<file path="src/rtl/xres_reset_pkg.sv">
// Purpose : shared types and legal parameter bounds for the XRES reset sequencer.
// Latency : n/a (package only).
// Backpressure : n/a (package only).
package xres_reset_pkg;

  // Sequencer states; SWRST is only reachable when XRES_SW_RESET_EN is defined.
  typedef enum logic [1:0] {
    HOLD    = 2'd0,
    RELEASE = 2'd1,
    RUN     = 2'd2,
    SWRST   = 2'd3
  } xres_state_e;

  localparam int XRES_MAX_DOMAINS = 8;
  localparam int XRES_MIN_FILT    = 2;

endpackage

</file>
<file path="src/rtl/xres_glitch_filter.sv">
// Purpose : 2-flop synchroniser plus stability counter for the XRES pad level.
// Latency : sync 2 edges; a new level is accepted FILT_LEN edges after it reaches xres_sync (bypass: 1 edge).
// Backpressure : none; the level is sampled every cycle.
// Ports: clk/rst (sync, active-high), xres_n (async pad level), filt_bypass (skip counter),
//        xres_filt (registered, filtered level).
module xres_glitch_filter
  import xres_reset_pkg::*;
#(
  parameter int FILT_LEN = 16,
  parameter int CNT_W    = 5
) (
  input  logic clk,
  input  logic rst,
  input  logic xres_n,
  input  logic filt_bypass,
  output logic xres_filt
);

  localparam logic [CNT_W-1:0] FCNT_LAST = CNT_W'(FILT_LEN - 1);

  logic             sync_q1;
  logic             xres_sync;
  logic [CNT_W-1:0] fcnt;

  if (FILT_LEN < XRES_MIN_FILT) begin : g_bad_filt_len
    $error("xres_glitch_filter: FILT_LEN below minimum");
  end

  always_ff @(posedge clk) begin
    if (rst) begin
      sync_q1   <= 1'b0;
      xres_sync <= 1'b0;
      xres_filt <= 1'b0;
      fcnt      <= '0;
    end else begin
      sync_q1   <= xres_n;
      xres_sync <= sync_q1;
      // Bypass is evaluated every cycle, so flipping it mid-count drops the count.
      if (filt_bypass) begin
        xres_filt <= xres_sync;
        fcnt      <= '0;
      end else if (xres_sync == xres_filt) begin
        fcnt <= '0;
      end else if (fcnt == FCNT_LAST) begin
        xres_filt <= xres_sync;
        fcnt      <= '0;
      end else begin
        fcnt <= fcnt + 1'b1;
      end
    end
  end

endmodule

</file>
<file path="src/rtl/xres_reset_sequencer.sv">
// Purpose : filters the XRES pad level and releases NUM_DOMAINS resets in staggered order.
// Latency : domain k released 3+FILT_LEN+(k+1)*STAGE_GAP edges after xres_n_i is first sampled high.
// Backpressure : none; sw_rst_req_i is a level, acknowledged by a one-cycle sw_rst_ack_o pulse.
// Ports: wb_clk_i/wb_rst_i (sync, active-high), xres_n_i, filt_bypass_i, rst_n_o[NUM_DOMAINS],
//        rst_done_o, xres_filt_o; sw_rst_req_i/sw_rst_ack_o only with macro XRES_SW_RESET_EN.
module xres_reset_sequencer
  import xres_reset_pkg::*;
#(
  parameter int NUM_DOMAINS = 4,
  parameter int FILT_LEN    = 16,
  parameter int STAGE_GAP   = 8,
  parameter int CNT_W       = $clog2((FILT_LEN > STAGE_GAP) ? FILT_LEN : STAGE_GAP) + 1
) (
  input  logic                   wb_clk_i,
  input  logic                   wb_rst_i,
  input  logic                   xres_n_i,
  input  logic                   filt_bypass_i,
`ifdef XRES_SW_RESET_EN
  input  logic                   sw_rst_req_i,
  output logic                   sw_rst_ack_o,
`endif
  output logic [NUM_DOMAINS-1:0] rst_n_o,
  output logic                   rst_done_o,
  output logic                   xres_filt_o
);

  localparam int IDX_W = $clog2(NUM_DOMAINS);
  localparam logic [IDX_W-1:0]       IDX_LAST = IDX_W'(NUM_DOMAINS - 1);
  localparam logic [CNT_W-1:0]       GAP_LAST = CNT_W'(STAGE_GAP - 1);
  localparam logic [NUM_DOMAINS-1:0] DOM_ONE  = NUM_DOMAINS'(1);

  if (NUM_DOMAINS < 2 || NUM_DOMAINS > XRES_MAX_DOMAINS) begin : g_bad_domains
    $error("xres_reset_sequencer: NUM_DOMAINS out of range");
  end
  if (STAGE_GAP < 1) begin : g_bad_gap
    $error("xres_reset_sequencer: STAGE_GAP must be at least 1");
  end

  xres_state_e      state;
  logic [IDX_W-1:0] idx;
  logic [CNT_W-1:0] gap;
  logic             xres_filt;
`ifdef XRES_SW_RESET_EN
  localparam logic [CNT_W-1:0] HOLD_LAST = CNT_W'(FILT_LEN - 1);
  logic             sw_pend;   // set while a software reset awaits its ack
`endif

  xres_glitch_filter #(
    .FILT_LEN (FILT_LEN),
    .CNT_W    (CNT_W)
  ) u_filter (
    .clk         (wb_clk_i),
    .rst         (wb_rst_i),
    .xres_n      (xres_n_i),
    .filt_bypass (filt_bypass_i),
    .xres_filt   (xres_filt)
  );

  // Already a flop inside the filter.
  assign xres_filt_o = xres_filt;

  always_ff @(posedge wb_clk_i) begin
    if (wb_rst_i) begin
      state      <= HOLD;
      idx        <= '0;
      gap        <= '0;
      rst_n_o    <= '0;
      rst_done_o <= 1'b0;
`ifdef XRES_SW_RESET_EN
      sw_pend      <= 1'b0;
      sw_rst_ack_o <= 1'b0;
`endif
    end else begin
`ifdef XRES_SW_RESET_EN
      sw_rst_ack_o <= 1'b0;
`endif
      if (!xres_filt) begin
        // Pad reset wins over everything, including an in-flight software reset.
        state      <= HOLD;
        idx        <= '0;
        gap        <= '0;
        rst_n_o    <= '0;
        rst_done_o <= 1'b0;
`ifdef XRES_SW_RESET_EN
        sw_pend    <= 1'b0;
`endif
      end else begin
        case (state)
          HOLD: begin
            state <= RELEASE;
            idx   <= '0;
            gap   <= '0;
          end
          RELEASE: begin
            if (gap == GAP_LAST) begin
              rst_n_o <= rst_n_o | (DOM_ONE << idx);
              gap     <= '0;
              if (idx == IDX_LAST) begin
                state      <= RUN;
                rst_done_o <= 1'b1;
`ifdef XRES_SW_RESET_EN
                sw_rst_ack_o <= sw_pend;
                sw_pend      <= 1'b0;
`endif
              end else begin
                idx <= idx + 1'b1;
              end
            end else begin
              gap <= gap + 1'b1;
            end
          end
          RUN: begin
`ifdef XRES_SW_RESET_EN
            if (sw_rst_req_i) begin
              state      <= SWRST;
              rst_n_o    <= DOM_ONE;   // domain 0 stays out of reset
              rst_done_o <= 1'b0;
              gap        <= '0;
              sw_pend    <= 1'b1;
            end
`endif
          end
`ifdef XRES_SW_RESET_EN
          SWRST: begin
            // gap doubles as the hold timer; the request level is not looked at here.
            if (gap == HOLD_LAST) begin
              state <= RELEASE;
              idx   <= IDX_W'(1);
              gap   <= '0;
            end else begin
              gap <= gap + 1'b1;
            end
          end
`endif
          default: begin
            state <= HOLD;
          end
        endcase
      end
    end
  end

endmodule

</file>
<file path="config.mk">
export PLATFORM = sky130hd
export DESIGN_NAME = xres_reset_sequencer
export DESIGN_NICKNAME = d
export VERILOG_FILES = /design/src/rtl/xres_reset_pkg.sv /design/src/rtl/xres_glitch_filter.sv /design/src/rtl/xres_reset_sequencer.sv
export SDC_FILE = /design/constraint.sdc
export NUM_CORES = 1
export LEC_CHECK = 0
export BUFFER_PORTS_ARGS = -buffer_cell sky130_fd_sc_hd__buf_2
export CELL_PAD_IN_SITES_DETAIL_PLACEMENT = 1
export CELL_PAD_IN_SITES_GLOBAL_PLACEMENT = 2
export CORE_UTILIZATION = 31
export DETAILED_ROUTE_END_ITERATION = 8
export MAX_ROUTING_LAYER = met4
export PLACE_DENSITY = 0.8
export SLEW_MARGIN = 20
export SYNTH_ARGS = -nofsm -noshare
export SYNTH_HDL_FRONTEND = slang
export SYNTH_SLANG_ARGS = --single-unit
export TNS_END_PERCENT = 20
</file>
<file path="constraint.sdc">
create_clock -name wb_clk_i -period 1.62 [get_ports wb_clk_i]
set_clock_uncertainty 0.2 [all_clocks]
set_input_delay 0.324 -clock wb_clk_i [delete_from_list [all_inputs] [get_ports wb_clk_i]]
set_output_delay 0.324 -clock wb_clk_i [all_outputs]
set_load 0.05 [all_outputs]
</file>
## Word-level counts from Yosys, hierarchy flattened

Index checks and enable logic that the tools add are counted.

| storage, ports and cells | value |
|---|---|
| register bits after elaboration | 22 |
| output and inout port bits | 6 |
| word-level logic and storage cells | 47 |

| cells by class | value |
|---|---|
| $add $sub $neg | 3 |
| eq/ne operators | 10 |
| shifts and indexed selects | 1 |
| muxes and demuxes | 11 |
| bitwise logic cells | 3 |
| reductions and logical operators | 10 |

Operators with widths:

| operator | number |
|---|---|
| 5-bit by 1-bit adder with 5-bit output (second input constant) | 2 |
| 5-bit one-hot mux with 2 select lines | 1 |
| 3-bit AND reduction | 3 |
| 2-bit 2-to-1 mux | 4 |
| 2-bit != test (second input constant) | 4 |
| 2-bit one-hot mux with 3 select lines | 1 |
| 5-bit by 3-bit == test with 1-bit output (second input constant) | 1 |
| 5-bit by 4-bit == test with 1-bit output (second input constant) | 1 |
| 5-bit 2-to-1 mux | 1 |
| 2-bit == test (second input constant) | 2 |
| 4-bit OR | 1 |
| 2-bit one-hot mux with 2 select lines | 1 |
| 2-bit AND reduction | 2 |
| 2-bit nonzero test | 2 |
| 4-bit OR reduction | 1 |
| 1-bit by 2-bit left shift with 4-bit output (first input constant) | 1 |
| 1-bit 2-to-1 mux | 3 |
| 2-bit by 1-bit adder with 2-bit output (second input constant) | 1 |
| 2-bit by 1-bit == test with 1-bit output (second input constant) | 1 |
| 2-bit zero test | 1 |
| 1-bit inverter | 2 |
| 2-bit OR reduction | 1 |
| 1-bit == test | 1 |

## Logic depth before layout (Yosys ltp)

Gate-level depths: netlist of the first run.

| depth | value |
|---|---|
| depth after elaboration | 4 |
| depth in mapped cells | 6 |

## Hierarchy

From an unflattened synthesis of the first run, not the netlist that was laid out.

| unflattened totals | value |
|---|---|
| cells, all modules | 99 |
| area, all modules | 938.4 sq um |

By module, submodules not included:

| module | times used | cells each | area each (sq um) | sequential area each (sq um) |
|---|---|---|---|---|
| xres_reset_sequencer | 1 | 70 | 648.1 | 280.3 |
| xres_glitch_filter | 1 | 29 | 290.3 | 160.2 |

## Worst setup path before layout of the first run

No wires, ideal clock.

| timing path | value |
|---|---|
| kind | reg-to-reg |
| start point | register gap[0] |
| end point | register gap[3] |
| arrival time | 1.398 ns |
| data required time | 1.346 ns |
| setup slack | -0.052 ns |
| cell stages (with the launch flop) | 6 |
| clock period less this slack | 1.672 ns |
| path through | dfxtp_1 ha_1 nor4bb_1 buf_2 or4_1 a31oi_1 |

| on the way | value |
|---|---|
| longest elaborated chain between the ends | 3 |

RTL lines:

| element | line | source |
|---|---|---|
| start: declaration | xres_reset_sequencer.sv:41 | `logic [CNT_W-1:0] gap;` |
| start signal: assignment | xres_reset_sequencer.sv:109 | `gap <= gap + 1'b1;` |
| 5-bit by 1-bit adder with 5-bit output or 5-bit by 3-bit == test with 1-bit output (tied branches) | xres_reset_sequencer.sv:109, xres_reset_sequencer.sv:95 |  |
| 5-bit 2-to-1 mux * | xres_reset_sequencer.sv:95 | `if (gap == GAP_LAST) begin` |
| 5-bit one-hot mux with 2 select lines * | xres_reset_sequencer.sv:88 | `case (state)` |

Mark *: on every way between the ends. The rest lies on a longest branch, timed or not.
A chain may end at the register's enable or synchronous reset.

## Worst setup path in the final report of the first run

| timing path | value |
|---|---|
| start point | register gap[1] |
| end point | register gap[0] |

| on the way | value |
|---|---|
| longest elaborated chain between the ends | 3 |

RTL lines:

| element | line |
|---|---|
| 5-bit by 3-bit == test with 1-bit output | xres_reset_sequencer.sv:95 |
| 5-bit 2-to-1 mux | xres_reset_sequencer.sv:95 |
| 5-bit one-hot mux with 2 select lines | xres_reset_sequencer.sv:88 |

Every way passes these cells.

==> impl_metrics.toml, run 1 <==
[status]
status = "completed"

[route]
post_drt_wl_per_cell_um = 14.0
drtPass1Iterations = 4
via_per_inst = 5.17
wirelength_um = 2170
drc = 0
first_iter_violations = 9
ant_nets = 0
vias = 802

[global_routing]
grt_max_degree = 14
antenna_found_initial = 0
grt_pass1_vias = 813
use_met1_pct = 15.9
grtUsageMet2_pct = 23.7
grt_pass1_wl_um = 3400
grt_usage_pct = 13.8
top_usage_layer = "met2"
grt_use_met3_pct = 2.04
globalRouteOverflowTotal = 0

[floorplan]
pin_count = 10
die_x_um = 57.0
chipHeight_um = 57.0
initial_core_util_pct = 33.4
die_area_mm2 = 0.00325
rows = 19
fp.coreArea_mm2 = 0.00281

[placement]
gp_congestion = 0.764
io_buffers = 9
dp_hpwl_um = 1450
dp_slack_ns = -0.0851

[job]
drv_cap = 0

[yosys]
synth.yosys.seq_area_share_pct = 47.0
synth_nets = 113
synth.top_cells.by_count = "dfxtp_1 (22), nor2_1 (10)"
synthCells = 102
syn_area_per_cell_um2 = 9.19
ys_seq_elements = 22
synthesis.area_um2 = 937
synthDominantCellAreaShare_pct = 47.0
yosys_most_used_dff = "dfxtp_1"
synth-edff-count = 0
yosysMostFrequentCell = "dfxtp_1"
ys_warn_count = 0
synth_area_leader_cell = "dfxtp_1"
synth_cell_types = 27
async_flop_share_pct = 0
yosys-top-cells-area = "dfxtp_1 (47%), ha_1 (9.3%), a31oi_1 (4.7%), nor2_1 (4.0%), nor2b_1 (4.0%)"

[cells_and_area]
regArea_um2 = 444
drive_above_1_share_pct = 30.6
multi_input_area_um2 = 544
nFillCells = 335
n_antenna_cell = 0
final_net_count = 136
areaGrowthSynthToFinish_pct = 32.0

[sta]
worst-slew-pin-transition_ns = 0.250
hold_viol = 0
min_period_ns = 1.57
slew_violations = 0
fin_crit_sh_pct = 97.0
finalSetupTns_ns = 0
setup_ws_ns = 0.0493
setup_viol = 0
max_freq_mhz = 637
slew_headroom_pct = 83.3

[cts]
root_buffer = "clkbuf_4"
clk_latency_ns = 0.31
clk_pin_slew_ns = 0.13
cts_made_buffers = 3
clockBufferDepth = 2
cts_tree = "yes"
cts_hold_buf = 0
h-tree-depth = 1
cts_sinks = 22

[worst_setup_path]
setup.worst_path.class = "flip-flop to flip-flop"
crit_required_ns = 1.67
r2r_end = "gap[0]"
regToRegStartpoint = "gap[1]"
startpoint = "gap[1]"
arrival_ns = 1.63
reg2reg_depth = 5
crit_path_max_fanout = 6
r2r_slack_ns = 0.05
critPathLaunchType = "flip-flop"
worst_setup_path_end_kind = "flip-flop"

[min_path]
holdPathStages = 2
hp-class = "input pin to flip-flop"
worstHoldEndpoint = "u_filter.sync_q1"
worst_hold_startpoint = "xres_n_i"

[pwr]
p_leak_nw = 0.463
cellPowerDensity_mw_per_mm2 = 812
ir_drop_v = 0.000314
[layout make-up]
class | count | share of cell area [%]
multi-input cells | 72 | 44.0
clock buffers | 3 | 1.82
repair buffers | 22 | 11.5
clock inverters | 1 | 2.43
flip-flops and latches | 22 | 35.9
inverters | 4 | 1.21
well taps | 31 | 3.13
[registers in the layout, summed over array words and instances (netlist names)]
register            cells
gap                     5
idx                     2
rst_done_o              1
rst_n_o                 4
state                   2
u_filter.fcnt           5
u_filter.sync_q1        1
u_filter.xres_filt      1
u_filter.xres_sync      1
[worst max-delay path: stages, from the launching register on]
cell	delay, ns
dfxtp_2	0.36
ha_4	0.15
nor4bb_4	0.14
buf_4	0.17
or3_4	0.36
a21oi_2	0.12
[stage by stage]
stage	total power (W)	util [%]	cells	hold slack (ns)	area (um2)
finish	0.00100	44.1	155	0.00678	1240
detailed placement	0.000580	38.6	148	0.241	1080
CTS	0.00101	41.9	155	0.00171	1170
global route	0.00104	44.1	155	0.00657	1240
floorplan	0.000570	-	102	0.193	940
global placement	0.000579	38.6	148	0.232	1080
[power breakdown]
part | switching [W] | internal [W] | total (W)
Clock | 0.000181 | 0.000250 | 0.000431
Combinational | 0.0000139 | 0.0000124 | 0.0000263
Sequential | 0.00000252 | 0.000545 | 0.000547
Total | 0.000197 | 0.000808 | 0.00100
[cells in the final DEF, fill, tap and decap left out, drive strengths merged, types with 2 or more instances in the layout]
cell,count
xor2,2
nand3,7
or3,2
nor2,10
a21oi,4
clkbuf,3
buf,22
and3,2
inv,4
nand4,2
nand2b,2
dfxtp,22
nor2b,6
ha,7
o21a,3
a31oi,7
o21ai,2
nand2,7
[worst max path at each step]
stage | end | cells after the start | slack (ns)
floorplan | gap[3] | 5 | 0.03
global placement | u_filter.fcnt[2] | 6 | 0.01
detailed placement | state[1] | 5 | -0.09
CTS | state[1] | 5 | 0.001
global route | u_filter.fcnt[1] | 6 | -0.04
finish | gap[0] | 5 | 0.05
[cell families after synthesis]
logic type | count (synthesis) | share of synthesized area [%]
buffers and inverters | 8 | 3.34
DFF | 22 | 47.0
AOI/OAI and AO/OA | 19 | 13.0
xor gates and xnor gates | 3 | 2.80
and+or+nand+nor | 43 | 24.6
adders and majority gates | 7 | 9.35
[layer usage]
metal | part of all wire [%] | routed length [um] | vias up
li1 | - | - | 401
met1 | 46 | 988 | 383
met2 | 50 | 1090 | 14
met3 | 2.2 | 48 | 4
met4 | 2.0 | 43 | 0
met5 | 0 | 0 | -
[timing repair]
action,in CTS,in global routing
pin swaps,3,6
resized for setup,5,11
endpoints found under the setup margin,10,15
setup buffers,3,0
cloned,0,0
Note: power is estimated with default switching activity, not from simulation.
==> run 2: changes to the inputs <==
- GPL_TIMING_DRIVEN: unset -> 0
- PLACE_DENSITY: 0.8 -> 0.79
- SYNTH_HIERARCHICAL: unset -> 1
==> run 2 against run 1 <==
  * The run now ends with setup timing left
  * Cell count shrank 3.2%
  * Count of clock-buffer cells in the layout grew 1
  * Die area grew 0.14%
  * First-iteration DRC count shrank 33%
  * Worst hold slack gained 0.0048 ns
  * Setup slack lost 0.099 ns
  * Power shrank 12%
  * Synthesized cell count shrank 2.9%
  * Largest power group unchanged
  * Maximum frequency shrank 6.0%
  * Sequential share of layout area grew 2.0 points
  * Clock power shrank 27%
==> impl_metrics.toml, run 2 <==
[sta]
setup_viol = 1
fin_crit_sh_pct = 103
setup_ws_ns = -0.0502
rsz0062_at_grt = "true"
worst-slew-pin-transition_ns = 0.558
slew_violations = 0
finalSetupTns_ns = -0.0502
max_freq_mhz = 599
hold_viol = 0
min_period_ns = 1.67
slew_headroom_pct = 62.8

[yosys]
yosysMostFrequentCell = "dfxtp_1"
synthDominantCellAreaShare_pct = 46.9
ys_seq_elements = 22
yosys_most_used_dff = "dfxtp_1"
synthSimpleGateAreaFrac_pct = 23.5
async_flop_share_pct = 0
synth_top_family_by_area = "simple AND/OR/NAND/NOR gates"
synthCells = 99
ys_warn_count = 6
yosys-top-cells-area = "dfxtp_1 (47%), ha_1 (9.3%), nand3_1 (3.7%), nor2_1 (3.6%), a31oi_1 (3.3%)"
synth_area_leader_cell = "dfxtp_1"
synth-edff-count = 0
synth.yosys.seq_area_share_pct = 46.9
synth_compound_area_share_pct = 11.5
synthMuxAreaShare_pct = 2.13
synthesis.area_um2 = 938
synth.top_cells.by_count = "dfxtp_1 (22), nor2_1 (9), ha_1 (7), nand3_1 (7)"
synth-xor-area-share_pct = 2.80
synth_cell_types = 27
syn_area_per_cell_um2 = 9.48
synth_nets = 110
yosys.area_share.adder_pct = 9.33

[cells_and_area]
layout_common_cells = "dfxtp_1 (19), buf_2 (10), nor2_1 (8)"
drive_above_1_share_pct = 28.6
areaGrowthSynthToFinish_pct = 25.1
largestRegisters = "gap: 5 flops, u_filter/fcnt: 5 flops, rst_n_o: 4 flops"
n_antenna_cell = 0
nFillCells = 327
final_common_cell = "dfxtp_1"
post-route-util_pct = 41.8
final_net_count = 131
stdcell_area_mm2 = 0.00117

[cts]
cts_hold_buf = 0
clk_pin_slew_ns = 0.12
cts_tree = "yes"
clk_latency_ns = 0.32
h-tree-depth = 1
root_buffer = "clkbuf_4"
cts_sinks = 22
cts_made_buffers = 3
clockBufferDepth = 2

[route]
via_per_inst = 5.20
drc = 0
drtPass1Iterations = 4
post_drt_wl_per_cell_um = 14.6
ant_nets = 0
vias = 780
wirelength_um = 2190
first_iter_violations = 6

[job]
drv_cap = 0

[floorplan]
pin_count = 10
initial_core_util_pct = 33.5
die_x_um = 57.0
die_area_mm2 = 0.00325
chipHeight_um = 57.0
rows = 19
fp.coreArea_mm2 = 0.00281

[placement]
dp_slack_ns = -0.229
io_buffers = 9
placed_area_mm2 = 0.00102
gp_congestion = 0.724
dp_hpwl_um = 1460

[min_path]
worst_hold_startpoint = "wb_rst_i"
hp-class = "input pin to flip-flop"

[global_routing]
grt_max_degree = 13
globalRouteOverflowTotal = 0
antenna_found_initial = 0
grt_pass1_vias = 864
grt_usage_pct = 16.6
top_usage_layer = "met2"
grt_pass1_wl_um = 3840
use_met1_pct = 16.3
grtUsageMet2_pct = 29.6
grt_use_met3_pct = 3.63

[worst_setup_path]
worst_setup_path_end_kind = "flip-flop"
startpoint = "gap[0]"
reg2reg_depth = 6
setup.worst_path.class = "flip-flop to flip-flop"
r2r_end = "gap[0]"
r2r_slack_ns = -0.05
arrival_ns = 1.73
critPathLaunchType = "flip-flop"
cp_cell_sequence = "ha_4, nor4bb_4, buf_4, buf_6, or3_4, a21oi_2"
regToRegStartpoint = "gap[0]"
crit_required_ns = 1.68
crit_path_max_fanout = 4
slowest_stage = "dfxtp_2"
cp_slowest_stage_delay_ns = 0.36
endpoint = "gap[0]"

[pwr]
finalPower_w = 0.000883
ir_drop_v = 0.000586
cellPowerDensity_mw_per_mm2 = 752
p_leak_nw = 0.447

[status]
status = "finished, violations left"
violations = "setup timing"
[run 2: kinds of logic (layout without fill, tap and decap cells)]
logic type	after synthesis	count (layout)
compound gates	17	17
flops	22	22
buf+inv	9	29
fa+ha+maj	7	7
xor+xnor	3	3
mux	2	2
simple gates	39	39
[run 2: metrics by stage]
stage / instances / hold WS, ns
2_1_floorplan: 99 / 0.193
3_3_place_gp: 139 / 0.219
3_5_place_dp: 139 / 0.248
4_1_cts: 149 / 0.00496
5_1_grt: 150 / 0.00510
6_report: 150 / 0.0116
[run 2: how the worst min path moves through the flow]
stage / end / slack [ns] / cells after the start
floorplan: u_filter/xres_filt / 0.19 / 1
global placement: u_filter/xres_sync / 0.22 / 1
detailed placement: u_filter/xres_sync / 0.25 / 1
CTS: u_filter/xres_filt / 0.005 / 2
global route: u_filter/xres_filt / 0.005 / 2
finish: u_filter/xres_filt / 0.01 / 2
[run 2: where the power goes]
part           switching, W  internal (W)
registers        0.00000230      0.000545
clock network      0.000176      0.000138
logic             0.0000127    0.00000938
total              0.000191      0.000692
[run 2: final cells by class]
class | instances | area (um2) | share of cell area, %
Inverter | 4 | 15.0 | 1.28
Timing Repair Buffer | 16 | 101 | 8.64
Multi-Input combinational cell | 68 | 514 | 43.8
Tap cell | 31 | 38.8 | 3.30
Sequential cell | 22 | 444 | 37.8
Clock buffer | 4 | 36.3 | 3.09
Buffer | 5 | 23.8 | 2.03
[run 2: what timing repair did]
item                                    in CTS  in global routing
gates cloned                                 0                  0
pin swaps                                    3                  4
endpoints found under the setup margin       9                 16
gates resized for setup                     11                  3
buffers inserted                             6                  1
[run 2: critical path: cells and delay by family, from the launching register on]
| family | cells | cell delay [ns] |
|---|---|---|
| compound gates | 1 | 0.12 |
| simple gates | 2 | 0.50 |
| fa+ha+maj | 1 | 0.15 |
| buf+inv | 2 | 0.28 |
| flops | 1 | 0.36 |
[run 2: metal layers]
layer | share of wire [%] | up-vias
li1 | - | 381
met1 | 41 | 386
met2 | 54 | 8
met3 | 2.6 | 5
met4 | 2.6 | 0
met5 | 0 | -
